===== src/rtl/seg7_pkg.sv =====
// seg7_pkg: shared segment type, blank code and active-low hex table {g,f,e,d,c,b,a}
package seg7_pkg;
  typedef logic [6:0] seg_t;
  localparam seg_t SEG_BLANK = 7'h7F;
  localparam seg_t HEX_TABLE [16] = '{
    7'h40, 7'h79, 7'h24, 7'h30, 7'h19, 7'h12, 7'h02, 7'h78,
    7'h00, 7'h10, 7'h08, 7'h03, 7'h46, 7'h21, 7'h06, 7'h0E
  };
endpackage


===== src/rtl/seg7_hex_decode.sv =====
// seg7_hex_decode: combinational nibble (nib) to active-low segment code (seg)
module seg7_hex_decode import seg7_pkg::*; (
  input  logic [3:0] nib,
  output seg_t       seg
);
  assign seg = HEX_TABLE[nib];
endmodule


===== src/rtl/seg7_scan_driver.sv =====
// seg7_scan_driver: N-digit multiplexed 7-seg driver; clk/rst_n, data_i/dp_i/blank_i/load_i/lz_en_i in, seg_o/dp_o/an_o/frame_o out
module seg7_scan_driver import seg7_pkg::*; #(
  parameter int DIGITS = 8,
  parameter int DIV    = 100000
) (
  input  logic                  clk,
  input  logic                  rst_n,
  input  logic [4*DIGITS-1:0]   data_i,
  input  logic [DIGITS-1:0]     dp_i,
  input  logic [DIGITS-1:0]     blank_i,
  input  logic                  lz_en_i,
  input  logic                  load_i,
  output seg_t                  seg_o,
  output logic                  dp_o,
  output logic [DIGITS-1:0]     an_o,
  output logic                  frame_o
);
  localparam int IW = DIGITS > 1 ? $clog2(DIGITS) : 1;
  localparam int CW = $clog2(DIV);
  logic [CW-1:0] cnt;
  logic [IW-1:0] idx;
  logic [4*DIGITS-1:0] pend_data, act_data;
  logic [DIGITS-1:0] pend_dp, pend_blank, act_dp, act_blank, hz;
  logic pend_flag, tick, wrap, sup;
  logic [3:0] nib;
  seg_t hex;
  assign tick = cnt == CW'(DIV - 1);
  assign wrap = tick && idx == IW'(DIGITS - 1);
  assign frame_o = rst_n && wrap;
  // hz[k]: every nibble from the top digit down to k is zero
  for (genvar g = 0; g < DIGITS; g++) begin : g_hz
    assign hz[g] = ~|act_data[4*DIGITS-1:4*g];
  end
  assign nib = act_data[{idx, 2'b00} +: 4];
  assign sup = lz_en_i && idx != '0 && !act_blank[idx] && hz[idx];
  seg7_hex_decode u_dec (.nib(nib), .seg(hex));
  always_ff @(posedge clk) begin
    if (!rst_n) begin
      cnt        <= '0;
      idx        <= '0;
      pend_data  <= '0;
      pend_dp    <= '0;
      pend_blank <= '1;
      pend_flag  <= 1'b0;
      act_data   <= '0;
      act_dp     <= '0;
      act_blank  <= '1;
      seg_o      <= SEG_BLANK;
      dp_o       <= 1'b1;
      an_o       <= '1;
    end else begin
      cnt <= tick ? '0 : cnt + CW'(1);
      if (tick) idx <= idx == IW'(DIGITS - 1) ? '0 : idx + IW'(1);
      if (load_i) begin
        pend_data  <= data_i;
        pend_dp    <= dp_i;
        pend_blank <= blank_i;
      end
      // a load landing on the wrap bypasses pending so it shows from this frame
      pend_flag <= wrap ? 1'b0 : (load_i || pend_flag);
      if (wrap && (load_i || pend_flag)) begin
        act_data  <= load_i ? data_i : pend_data;
        act_dp    <= load_i ? dp_i : pend_dp;
        act_blank <= load_i ? blank_i : pend_blank;
      end
      an_o  <= ~(DIGITS'(1) << idx);
      seg_o <= act_blank[idx] || sup ? SEG_BLANK : hex;
      dp_o  <= act_blank[idx] || !act_dp[idx];
    end
  end
endmodule

===== config.mk =====
export PLATFORM = sky130hd
export DESIGN_NAME = seg7_scan_driver
export DESIGN_NICKNAME = d
export VERILOG_FILES = /design/src/rtl/seg7_pkg.sv /design/src/rtl/seg7_hex_decode.sv /design/src/rtl/seg7_scan_driver.sv
export SDC_FILE = /design/constraint.sdc
export NUM_CORES = 1
export LEC_CHECK = 0
export CAP_MARGIN = 20
export CORE_UTILIZATION = 55
export DETAILED_ROUTE_END_ITERATION = 10
export PLACE_DENSITY = 0.83
export REMOVE_ABC_BUFFERS = 1
export SKIP_CTS_REPAIR_TIMING = 1
export SYNTH_ARGS = -nofsm -noshare
export SYNTH_HDL_FRONTEND = slang
export SYNTH_SLANG_ARGS = --single-unit

===== constraint.sdc =====
create_clock -name clk -period 2.6 [get_ports clk]
set_input_delay 0.39 -clock clk [delete_from_list [all_inputs] [get_ports clk]]
set_output_delay 0.39 -clock clk [all_outputs]
set_load 0.02 [all_outputs]

==> results.toml, run 1 <==
[place]
place_hpwl_microns = 7470
pre_cts_slack_ns = 0.268
dp_cells = 706
port_buffers = 68
routabilityCongestion = 0.831
place_area_sq_um = 6310

[clock_tree]
cts_inserted_buffers = 17
clockBufferDepth = 2
cts_tree = "done"
htreeDepth = 4
clock-sinks = 133
cts_root_buf = "clkbuf_8"
clock_latency_ns = 0.52
path_clk_slew_ns = 0.06

[power_and_ir_drop]
ir_drop_v = 0.000420
p_leak_nw = 3.19
power_density_nw_per_um2 = 662

[logic_synthesis]
synth-seq-cells = 133
yosysMostFrequentCell = "dfxtp_1"
netlist_area_sq_um = 5520
yosys.area.top_type = "dfxtp_1"
ys_top_cells_by_area = "dfxtp_1 (48%), mux2i_1 (10%), o211a_1 (7.4%)"
synth_top_area_share_pct = 48.2
async_reset_ff_share_pct = 0
ys_seq_area_share_pct = 48.2
ys_warn_count = 0
syn_area_per_cell_sq_um = 10.4
synthCells = 532
synthFlopType = "dfxtp_1"
synth.distinct_cells = 41
synth-edff-count = 0
synth_common_cells = "dfxtp_1 (133), nand2_1 (76), mux2i_1 (55)"

[routing]
dr.pass1.iters = 5
via_per_inst = 5.58
ant_nets = 0
drc = 0
via_count = 4109
wl_microns = 11100
drt_iter0_drc = 212
wl_per_cell_microns = 15.1

[sta]
period_minus_slack_ns = 2.48
setup_tns_ns = 0
setup_viol = 0
rsz0062_at_grt = "false"
final_hold_viol_count = 0
min_period_over_period_pct = 95.3
tightest_slew_ns = 0.797
maxSlewViolCount = 0
slew_headroom_pct = 46.5
setup_slack_ns = 0.122
clock_skew_ns = 0.00743
fmax_ghz = 0.404

[global_routing]
grt.overflow.total = 0
grt_usage_pct = 22.9
antenna_found_initial = 0
grt_pass1_wl_microns = 18300
grt_max_degree = 81
grt_pass1_vias = 3887

[flow_run]
cap_violations = 0

[worst_setup_path]
crit_path_max_fanout = 4
cp-start-kind = "flop"
cp.arrival_ns = 2.09
critical_path_class = "flop to primary output"
endpoint_kind = "primary output"
required_ns = 2.21

[floorplan]
rows = 36
dieArea_sq_um = 10400
core_sq_um = 9770
die_width_microns = 102
start_util_pct = 56.5
pin_count = 69
die_h_microns = 102

[finish]
fillCellCount = 727
nets = 657
fin_cells = 737
final_area_sq_um = 6880
final_layout_size_suffix_gt1_share_pct = 10.3
diodes = 0
area_delta_synth_final_pct = 24.5

[min_path]
hold_path.class = "input pin to flop"

[outcome]
outcome = "finished clean"
cells in the final DEF (no fill, tap or decap), drive strengths merged, types with 8 or more instances in the layout:
cell type      instances
o211a                 41
nor2                  19
mux2i                 55
nor2b                 41
dfxtp                133
xor2                   9
nand3                 15
clkdlybuf4s50         65
nand2                 76
buf                   12
nor4                   9
mux4                  11
inv                    8
ha                    13
o211ai                10
clkbuf                18
power by group:
| part | switching (mW) | internal, mW |
|---|---|---|
| clock network | 0.860 | 1.35 |
| logic | 0.108 | 0.131 |
| registers | 0.0162 | 2.09 |
flip-flops by register name, summed over array words and instances, names as in the netlist:
name / count
act_data: 32
pend_data: 32
cnt: 17
act_blank: 8
act_dp: 8
an_o: 8
pend_blank: 8
pend_dp: 8
seg_o: 7
idx: 3
dp_o: 1
pend_flag: 1
worst paths after layout:
| kind | startpoint | end | slack, ns | depth (start not counted) |
|---|---|---|---|---|
| worst min register to register | cnt[0]$_SDFF_PP0_ | cnt[0]$_SDFF_PP0_ | 0.48 | 1 |
| worst min-delay path | rst_n | an_o[3]$_SDFF_PN1_ | 0.14 | 2 |
| worst max-delay path | cnt[0]$_SDFF_PP0_ | frame_o | 0.12 | 5 |
| worst max register to register | cnt[8]$_SDFF_PP0_ | act_data[22]$_SDFFE_PN0P_ | 0.17 | 6 |
worst max-delay path, stage by stage, from the launching register on:
cell and delay, ns:
dfxtp_1 0.37, ha_1 0.22, nand4_1 0.22, nor4_4 0.35, and3_1 0.23, clkbuf_2 0.18
stage by stage:
stage               hold slack [ns]  power [mW]  util, %
floorplan                     0.430        2.24        -
global placement              0.442        2.38     64.6
detailed placement            0.469        2.39     64.6
CTS                           0.120        4.59     70.3
global route                  0.126        4.69     70.4
finish                        0.138        4.55     70.4
metal layers:
| layer | track usage, % | vias up | part of all wire [%] |
|---|---|---|---|
| li1 | - | 1991 | - |
| met1 | 29.1 | 1967 | 44 |
| met2 | 36.9 | 133 | 48 |
| met3 | 5.81 | 18 | 5.5 |
| met4 | 10.3 | 0 | 2.2 |
| met5 | 0 | - | 0 |
logic make-up after synthesis:
kind of cell / count (synthesis) / synth area share, %
AOI/OAI and AO/OA: 74 / 11.6
xor gates and xnor gates: 14 / 2.22
adders and majority gates: 13 / 2.95
buffers and inverters: 45 / 3.51
DFF: 133 / 48.2
muxes: 69 / 15.1
and+or+nand+nor: 184 / 16.5
cell type report:
class,instances,area [sq um],area share (%)
clock buffer,17,414,6.02
multi-input combinational,354,2690,39.1
clock inverter,14,139,2.02
tap,133,166,2.42
inverter,8,30.0,0.437
sequential,133,2660,38.7
timing repair buffer,78,778,11.3
Note: power is estimated with default switching activity, not from simulation.
==> run 2, diff against run 1 <==
- CTS_CLUSTER_SIZE: unset -> 28
- SKIP_LAST_GASP: unset -> 1
- SLEW_MARGIN: unset -> 25
==> results of run 2 <==
The final DEF is identical to that of run 1; final timing and power are the same.
==> run 3, diff against run 2 <==
- SLEW_MARGIN: 25 -> unset
==> results of run 3 <==
The final DEF is identical to that of run 1; final timing and power are the same.
